**src/rtl/shift_engine_pkg.sv**
```systemverilog
// shift_engine_pkg: shared FSM state encoding and bit-order constants for the
// framed shift engine and its users (SPI transaction FSM, register file).
package shift_engine_pkg;

   typedef enum logic [1:0] {
      IDLE  = 2'd0,
      SHIFT = 2'd1,
      DONE  = 2'd2
   } state_e;

   localparam logic MSB_FIRST = 1'b0;
   localparam logic LSB_FIRST = 1'b1;

endpackage

```
**src/rtl/shift_engine_bit_counter.sv**
```systemverilog
// bit_counter: frame bit counter with synchronous clear (priority over inc)
// and a terminal flag on the last bit of a WIDTH-bit frame. Also used by the
// SPI transaction FSM.
module bit_counter #(
   parameter  int WIDTH = 8,
   localparam int CNT_W = $clog2(WIDTH + 1)
) (
   input  logic             clk,
   input  logic             rst_n,
   input  logic             clear,
   input  logic             inc,
   output logic [CNT_W-1:0] count,
   output logic             terminal
);

   logic [CNT_W-1:0] count_q;
   logic [CNT_W-1:0] count_d;

   // Next count: clear wins, otherwise step on inc.
   always_comb begin
      count_d = count_q;
      if (clear)
         count_d = '0;
      else if (inc)
         count_d = count_q + CNT_W'(1);
   end

   // Count register.
   always_ff @(posedge clk or negedge rst_n) begin
      if (!rst_n)
         count_q <= '0;
      else
         count_q <= count_d;
   end

   assign count    = count_q;
   assign terminal = (count_q == CNT_W'(WIDTH - 1));

endmodule

```
**src/rtl/shift_engine.sv**
```systemverilog
// shift_engine: framed, width-generic serial shift engine. A word is loaded via
// a ready/valid handshake, shifted out one bit per shift_edge (MSB- or
// LSB-first, chosen per frame) while the incoming serial word is shifted in.
// frame_done pulses one cycle after the last shift.
// Optional build macro SHIFT_ENGINE_SAMPLE_EDGE_EN adds a sample_edge input;
// serial_in is then captured on sample_edge and the held bit is shifted in.
module shift_engine
   import shift_engine_pkg::*;
#(
   parameter  int WIDTH = 8,
   localparam int CNT_W = $clog2(WIDTH + 1)
) (
   input  logic             clk,
   input  logic             rst_n,
   input  logic             shift_edge,
`ifdef SHIFT_ENGINE_SAMPLE_EDGE_EN
   input  logic             sample_edge,
`endif
   input  logic             load_valid,
   output logic             load_ready,
   input  logic [WIDTH-1:0] load_data,
   input  logic             lsb_first,
   input  logic             abort,
   input  logic             serial_in,
   output logic             serial_out,
   output logic [WIDTH-1:0] parallel_out,
   output logic             busy,
   output logic             frame_done
);

   state_e           state_q;
   logic [WIDTH-1:0] sreg_q;
   logic [WIDTH-1:0] sreg_d;
   logic             order_q;
   logic             load_ready_q;
   logic             busy_q;
   logic             done_q;

   logic             in_bit;
   logic [CNT_W-1:0] cnt;
   logic             cnt_term;
   logic             cnt_clear;
   logic             cnt_inc;

`ifdef SHIFT_ENGINE_SAMPLE_EDGE_EN
   logic hold_q;

   // Sample holding flop; a same-cycle shift sees the old value.
   always_ff @(posedge clk or negedge rst_n) begin
      if (!rst_n)
         hold_q <= 1'b0;
      else if (sample_edge)
         hold_q <= serial_in;
   end

   assign in_bit = hold_q;
`else
   assign in_bit = serial_in;
`endif

   // Shifted word: new bit enters at the end opposite the outgoing bit.
   always_comb begin
      sreg_d = sreg_q;
      if (order_q == MSB_FIRST)
         sreg_d = {sreg_q[WIDTH-2:0], in_bit};
      else
         sreg_d = {in_bit, sreg_q[WIDTH-1:1]};
   end

   // Counter is held at zero outside a frame and on abort; the != WIDTH
   // guard keeps it from ever wrapping even if the FSM were to linger.
   assign cnt_clear = abort || (state_q == IDLE);
   assign cnt_inc   = (state_q == SHIFT) && shift_edge && (cnt != CNT_W'(WIDTH));

   bit_counter #(.WIDTH(WIDTH)) u_cnt (
      .clk      (clk),
      .rst_n    (rst_n),
      .clear    (cnt_clear),
      .inc      (cnt_inc),
      .count    (cnt),
      .terminal (cnt_term)
   );

   // Frame FSM with registered handshake/status outputs; abort overrides all.
   always_ff @(posedge clk or negedge rst_n) begin
      if (!rst_n) begin
         state_q      <= IDLE;
         sreg_q       <= '0;
         order_q      <= MSB_FIRST;
         load_ready_q <= 1'b1;
         busy_q       <= 1'b0;
         done_q       <= 1'b0;
      end else begin
         done_q <= 1'b0;
         if (abort) begin
            // Partial word is kept in sreg_q for inspection.
            state_q      <= IDLE;
            load_ready_q <= 1'b1;
            busy_q       <= 1'b0;
         end else begin
            case (state_q)
               IDLE: begin
                  if (load_valid) begin
                     sreg_q       <= load_data;
                     order_q      <= lsb_first;
                     state_q      <= SHIFT;
                     load_ready_q <= 1'b0;
                     busy_q       <= 1'b1;
                  end
               end
               SHIFT: begin
                  if (shift_edge) begin
                     sreg_q <= sreg_d;
                     if (cnt_term) begin
                        state_q <= DONE;
                        busy_q  <= 1'b0;
                        done_q  <= 1'b1;
                     end
                  end
               end
               DONE: begin
                  state_q      <= IDLE;
                  load_ready_q <= 1'b1;
               end
               default: begin
                  state_q      <= IDLE;
                  load_ready_q <= 1'b1;
                  busy_q       <= 1'b0;
               end
            endcase
         end
      end
   end

   assign load_ready   = load_ready_q;
   assign busy         = busy_q;
   assign frame_done   = done_q;
   assign parallel_out = sreg_q;
   assign serial_out   = (order_q == MSB_FIRST) ? sreg_q[WIDTH-1] : sreg_q[0];

endmodule

```
**config.mk**
```make
export PLATFORM = sky130hd
export DESIGN_NAME = shift_engine
export DESIGN_NICKNAME = d
export VERILOG_FILES = /design/src/rtl/shift_engine_pkg.sv /design/src/rtl/shift_engine_bit_counter.sv /design/src/rtl/shift_engine.sv
export SDC_FILE = /design/constraint.sdc
export NUM_CORES = 1
export LEC_CHECK = 0
export CORE_MARGIN = 4
export CORE_UTILIZATION = 45
export DETAILED_ROUTE_END_ITERATION = 6
export GPL_TIMING_DRIVEN = 0
export PLACE_DENSITY_LB_ADDON = 0.08
export SLEW_MARGIN = 20
export SYNTH_ARGS = -nofsm -noshare
export SYNTH_HDL_FRONTEND = slang
export SYNTH_SLANG_ARGS = --single-unit
```
**constraint.sdc**
```tcl
create_clock -name clk -period 1.9 [get_ports clk]
set_input_delay 0.38 -clock clk [delete_from_list [all_inputs] [get_ports clk]]
set_output_delay 0.38 -clock clk [all_outputs]
set_load 0.005 [all_outputs]
```
==> run metrics, run 1 <==
status finished, final reports clean; Area Overhead vs Synth 29.4%; critical path peak fanout 2; cell area after layout 0.00142 mm2; share of cells above drive strength 1 32.0%; static leakage 0.578 nW; Finished Core Util 62.8%; global-route wire length before repair 3660 um; relative slew slack 46.3%; die area 0.00328 mm2; Final ANT Viol Nets 0; Synth Instances 92; worst slew pin tran 0.803 ns; PD cells 791 mW/mm2; CTS Hold Bufs 0; input/output buffers 25; Initial Utilization 48.5%; RSZ-0062 raised after global routing no; crit-path max cell delay 0.54 ns; setup tns final 0 ns; CTS buffer count 3; final hold violations 0; Chip Width 57.3 um; Tmin final 1.69 ns; clock latency on the worst-skew pair 0.29 ns; Yosys warning total 0; Storage cell area 452 um2; gr ovfl total 0; WL/cell 14.3 um; antenna violations before repair 0; Setup CP Type reg -> out; CTS tree yes; hpwl dp 1570 um; Critical Path End Type primary output; largest net degree at the start of global routing 19; ant diodes 0; syn avg cell area 11.9 um2; clock net sink count 18; VDD IR-drop max 573 uV; CTS H-Tree Depth 1; sequential share of the synthesized area 41.3%; Vias 796; Total GRT Usage 14.0%; CTS root buf clkbuf_4; fin nets 140; Clock Skew 0.00916 ns; hold slack final 0.403 ns; drc violations 0; cells along the critical path clkdlybuf4s50_1; vias in the first global route 819; complex-gate fraction of the synthesized area 5.38%; Via density 5.31; Row Count 17; worst min path class in -> reg; filler cell count 207; Critical Path RT 1.52 ns; Critical path origin load_ready$_DFFE_PN1P_; Synth cell types 32; routed wire length 2140 um; adder-cell share of the synthesized area 2.29%; slowest CP cell dfstp_2; Placed Area 0.00138 mm2; Synth Net Count 109; count of pins over their slew limit 0; Post-synth EDFFs 0; multi-input logic area 568 um2; period utilization 88.8%; CP arrival 1.31 ns; Buf/Inv on CP 1; largest family of logic cells by synthesized area multiplexers; Highest Clock Rate 593 MHz; asr flop ratio synth 100%; CP top delay family flip-flops; # Max-Cap Violations 0; Hold Crit Start abort; clk slew on worst S/H paths 0.09 ns; die height 57.3 um; routability congestion estimate 0.770; Setup crit start kind flip-flop; R2R Path Start order_q$_DFFE_PN0P_; final setup vio count 0; mux share of post-synthesis cell area 29.6%; post-synthesis xor/xnor area fraction 0%; DR iter-0 viols 13; IO Count 27; FF+latch count, synth 18; Post-synth top flop dfrtp_1; total power 0.00112 W; simple-gate share of the synthesized area 14.6%; Netlist Area Pre-Place 0.00109 mm2; core area 0.00225 mm2; Clock Tree Buf Depth 2; DR pass1 iterations 4
-- flip-flops by register name, summed over array words and instances (netlist names) --
register	cells
u_cnt.count	4
load_ready	1
parallel_out	8
busy	1
order_q	1
frame_done	1
state_q	2
-- worst reg2reg max path: cells and delay by family (launching register included) --
kind	cells	cell delay (ns)
flip-flops	1	0.35
buffers and inverters	2	0.25
multiplexers	3	0.88
-- layer usage --
layer,share of wire [%],GRT usage [%]
met1,44,17.3
met2,50,24.0
met3,5.4,3.17
met4,0.56,4.97
met5,0,0
-- through the flow --
stage               cells  setup WS [ns]
finish                150          0.213
global route          150          0.162
CTS                   150        0.00413
detailed placement    145        -0.0632
global placement      145        -0.0496
floorplan              92          0.446
-- logic make-up after synthesis --
logic type / Yosys count
buffers and inverters: 10
AO/OA/AOI/OAI: 9
AND/OR/NAND/NOR: 24
multiplexers: 29
flip-flops: 18
adder cells (fa/ha/maj): 2
-- placed cells by master, fill, tap and decap left out, drive strengths merged, types with 2 or more instances in the layout --
cell           synthesis  layout
or3                    2       2
clkdlybuf4s50          0      24
nor3                   3       3
nand2                  4       4
a21oi                  2       2
mux2i                  2       2
nand2b                 2       2
inv                    5       5
nand3b                 2       2
dfrtp                 17      17
o21ai                  2       2
mux2                  27      27
ha                     2       2
buf                    5       6
nor2                   3       3
clkbuf                 0       4
-- report_power, final --
group          switching, W  leakage [nW]  internal, W  total [W]
Clock              0.000110        0.0150    0.0000815   0.000191
Combinational      0.000127         0.337     0.000294   0.000421
Sequential        0.0000607         0.226     0.000446   0.000507
Total              0.000298         0.578     0.000822    0.00112
-- repair_timing --
action | in CTS | in global routing
gates cloned | 0 | 0
gates resized for setup | 0 | 1
buffers inserted | 1 | 0
setup endpoints to repair | 1 | 1
-- Yosys cell counts, types with 2 or more instances --
cell type	count	area (um2)
a21oi_1	2	10.0
buf_6	2	22.5
dfrtp_1	17	425
ha_1	2	25.0
inv_1	5	18.8
mux2_2	27	304
mux2i_1	2	20.0
nand2_1	4	15.0
nand2b_1	2	12.5
nand3b_1	2	15.0
nor2_1	3	11.3
nor3_1	2	10.0
o21ai_0	2	10.0
or3_1	2	12.5
-- layout make-up --
| cell class | instances | area share (%) |
|---|---|---|
| Multi-Input combinational cell | 64 | 40.1 |
| Sequential cell | 18 | 31.9 |
| Timing Repair Buffer | 26 | 18.4 |
| Buffer | 5 | 3.89 |
| Tap cell | 28 | 2.48 |
| Clock buffer | 4 | 1.86 |
| Inverter | 5 | 1.33 |
-- final timing paths --
path                                                     to  slack (ns)  cells past startpoint
worst min-delay path             u_cnt.count[3]$_DFFE_PN0P_        0.40                      2
worst min register to register       load_ready$_DFFE_PN1P_        0.46                      2
max in group asynchronous        u_cnt.count[1]$_DFFE_PN0P_        0.85                      1
worst max-delay path                             load_ready        0.21                      1
min in group asynchronous                  busy$_DFFE_PN0P_        0.55                      1
worst max register to register  parallel_out[7]$_DFFE_PN0P_        0.31                      5
Note: power is estimated with default switching activity, not from simulation.
==> run 2, diff against run 1 <==
- clock period: 1.9 -> 2.1 ns (I/O delays scaled with it)
==> run 2 against run 1 <==
Compared with the run above: sequential power down 9.9%; critical endpoint is now serial_out; global-route usage about the same; power down 9.9%; largest power group unchanged; hold slack better by 0.040 ns; final area down 0.71%; cell count down 0.67%.
==> run metrics, run 2 (same netlist as run 1, synthesis figures left out) <==
clk slew on worst S/H paths 0.10 ns (was 0.09 ns); final hold violations 0 (unchanged); critical path peak fanout 10 (was 2); Clock Skew 0.00801 ns (was 0.00916 ns); Initial Utilization 48.5% (unchanged); Final ANT Viol Nets 0 (unchanged); Highest Clock Rate 503 MHz; die area 0.00328 mm2 (unchanged); input/output buffers 25 (unchanged); routed wire length 2140 um (about the same); worst min path class in -> reg (unchanged); CTS buffer count 3 (unchanged); DR pass1 iterations 4 (unchanged); IO Count 27 (unchanged); Clock Tree Buf Depth 2 (unchanged); clock latency on the worst-skew pair 0.29 ns (about the same); cells along the critical path buf_6 -> mux2_2 -> clkdlybuf4s50_1 (was clkdlybuf4s50_1); relative slew slack 46.1% (was 46.3%); crit-path max cell delay 0.45 ns (was 0.54 ns); CTS root buf clkbuf_4 (unchanged); static leakage 0.563 nW (was 0.578 nW); CP top delay family buffers and inverters (was flip-flops); VDD IR-drop max 520 uV (was 573 uV); antenna violations before repair 0 (unchanged); Tmin final 1.99 ns; PD cells 718 mW/mm2 (was 791 mW/mm2); CTS tree yes (unchanged); core area 0.00225 mm2 (unchanged); WL/cell 14.3 um (about the same); final setup vio count 0 (unchanged); most frequent cells in the layout 27 x mux2_2, 25 x clkdlybuf4s50_1, 17 x dfrtp_1, 5 x inv_1, 4 x nand2_1 (was 27 x mux2_2, 24 x clkdlybuf4s50_1, 17 x dfrtp_1, 5 x inv_1, 4 x nand2_1); commonest non-fill, non-tap cell in the layout mux2_2 (unchanged); vias in the first global route 810 (was 819); Critical Path End Type primary output (unchanged); count of pins over their slew limit 0 (unchanged); gr ovfl total 0 (unchanged); RSZ-0062 raised after global routing no (unchanged); worst slew pin tran 0.806 ns (was 0.803 ns); period utilization 94.6%; slowest CP cell clkdlybuf4s50_1 (was dfstp_2); drc violations 0 (unchanged); Total GRT Usage 14.0% (about the same); setup tns final 0 ns (unchanged); Via density 5.40 (was 5.31); CTS Hold Bufs 0 (unchanged); total power 0.00101 W (was 0.00112 W); clock net sink count 18 (unchanged); share of cells above drive strength 1 31.4% (was 32.0%); max FFs per register 8 (unchanged); hpwl dp 1570 um (unchanged); Critical Path RT 1.68 ns (was 1.52 ns); # Max-Cap Violations 0 (unchanged); Setup crit start kind flip-flop (unchanged); CP arrival 1.57 ns (was 1.31 ns); largest net degree at the start of global routing 19 (unchanged); Setup CP Type reg -> out (unchanged); Finished Core Util 62.3% (was 62.8%); die height 57.3 um (unchanged); fin nets 139 (was 140); DR iter-0 viols 8 (was 13); global-route wire length before repair 3630 um (was 3660 um); Area Overhead vs Synth 28.5% (was 29.4%); Vias 804 (was 796); Post-CTS Repair Setup Buffers 0 (was 1); status finished, final reports clean (unchanged); Buf/Inv on CP 2 (was 1); CTS H-Tree Depth 1 (unchanged); Chip Width 57.3 um (unchanged); post-cts resize count 0 (unchanged); Row Count 17 (unchanged); routability congestion estimate 0.770 (unchanged); ant diodes 0 (unchanged)
-- run 2: changes by cell type in the layout (fill, tap and decap cells not counted) --
cell,delta
buf_4,-1
clkdlybuf4s50_1,+1
dlymetal6s2s_1,-1
-- run 2: where the power goes --
part / internal, W / switching [W]
Combinational: 0.000264 / 0.000115
Clock: 0.0000737 / 0.0000991
Sequential: 0.000404 / 0.0000536
Total: 0.000742 / 0.000268
-- run 2: cell type report --
cell class / instances / area, um2
tap: 28 / 35.0
multi-input combinational: 64 / 568
sequential: 18 / 452
fill: 208 / 850
timing repair buffer: 25 / 250
buffer: 5 / 55.1
inverter: 5 / 18.8
clock buffer: 4 / 26.3
-- run 2: worst paths after layout --
path | cells after the start | to | slack (ns) | from
worst max-delay path | 3 | serial_out | 0.11 | order_q$_DFFE_PN0P_
worst min-delay path | 2 | u_cnt.count[3]$_DFFE_PN0P_ | 0.44 | abort
worst max register to register | 4 | parallel_out[2]$_DFFE_PN0P_ | 0.54 | state_q[0]$_DFFE_PN0P_
worst min register to register | 2 | load_ready$_DFFE_PN1P_ | 0.47 | load_ready$_DFFE_PN1P_
max in group asynchronous | 1 | u_cnt.count[1]$_DFFE_PN0P_ | 1.00 | rst_n
min in group asynchronous | 1 | busy$_DFFE_PN0P_ | 0.59 | rst_n
-- run 2: worst register-to-register path, cell delays in order, from the launching register on --
cell	delay (ns)
dfrtp_1	0.38
buf_6	0.14
mux2i_1	0.16
nor3_4	0.39
mux2_2	0.39
-- run 2: metrics by stage --
step / worst slack [ns] / instances / hold WS [ns] / cell area, um2
2_1_floorplan: 0.646 / 92 / 0.124 / 1090
5_1_grt: 0.0477 / 149 / 0.433 / 1410
4_1_cts: 0.0862 / 149 / 0.428 / 1410
3_3_place_gp: 0.110 / 145 / 0.447 / 1380
3_5_place_dp: 0.0968 / 145 / 0.449 / 1380
6_report: 0.114 / 149 / 0.444 / 1410
-- run 2: per-layer routing --
layer	part of all wire [%]	vias up	GRT usage (%)
met5	0	-	0
met4	0.56	0	4.97
met3	6.5	2	3.17
met2	50	23	23.7
met1	43	389	17.5
li1	-	390	-
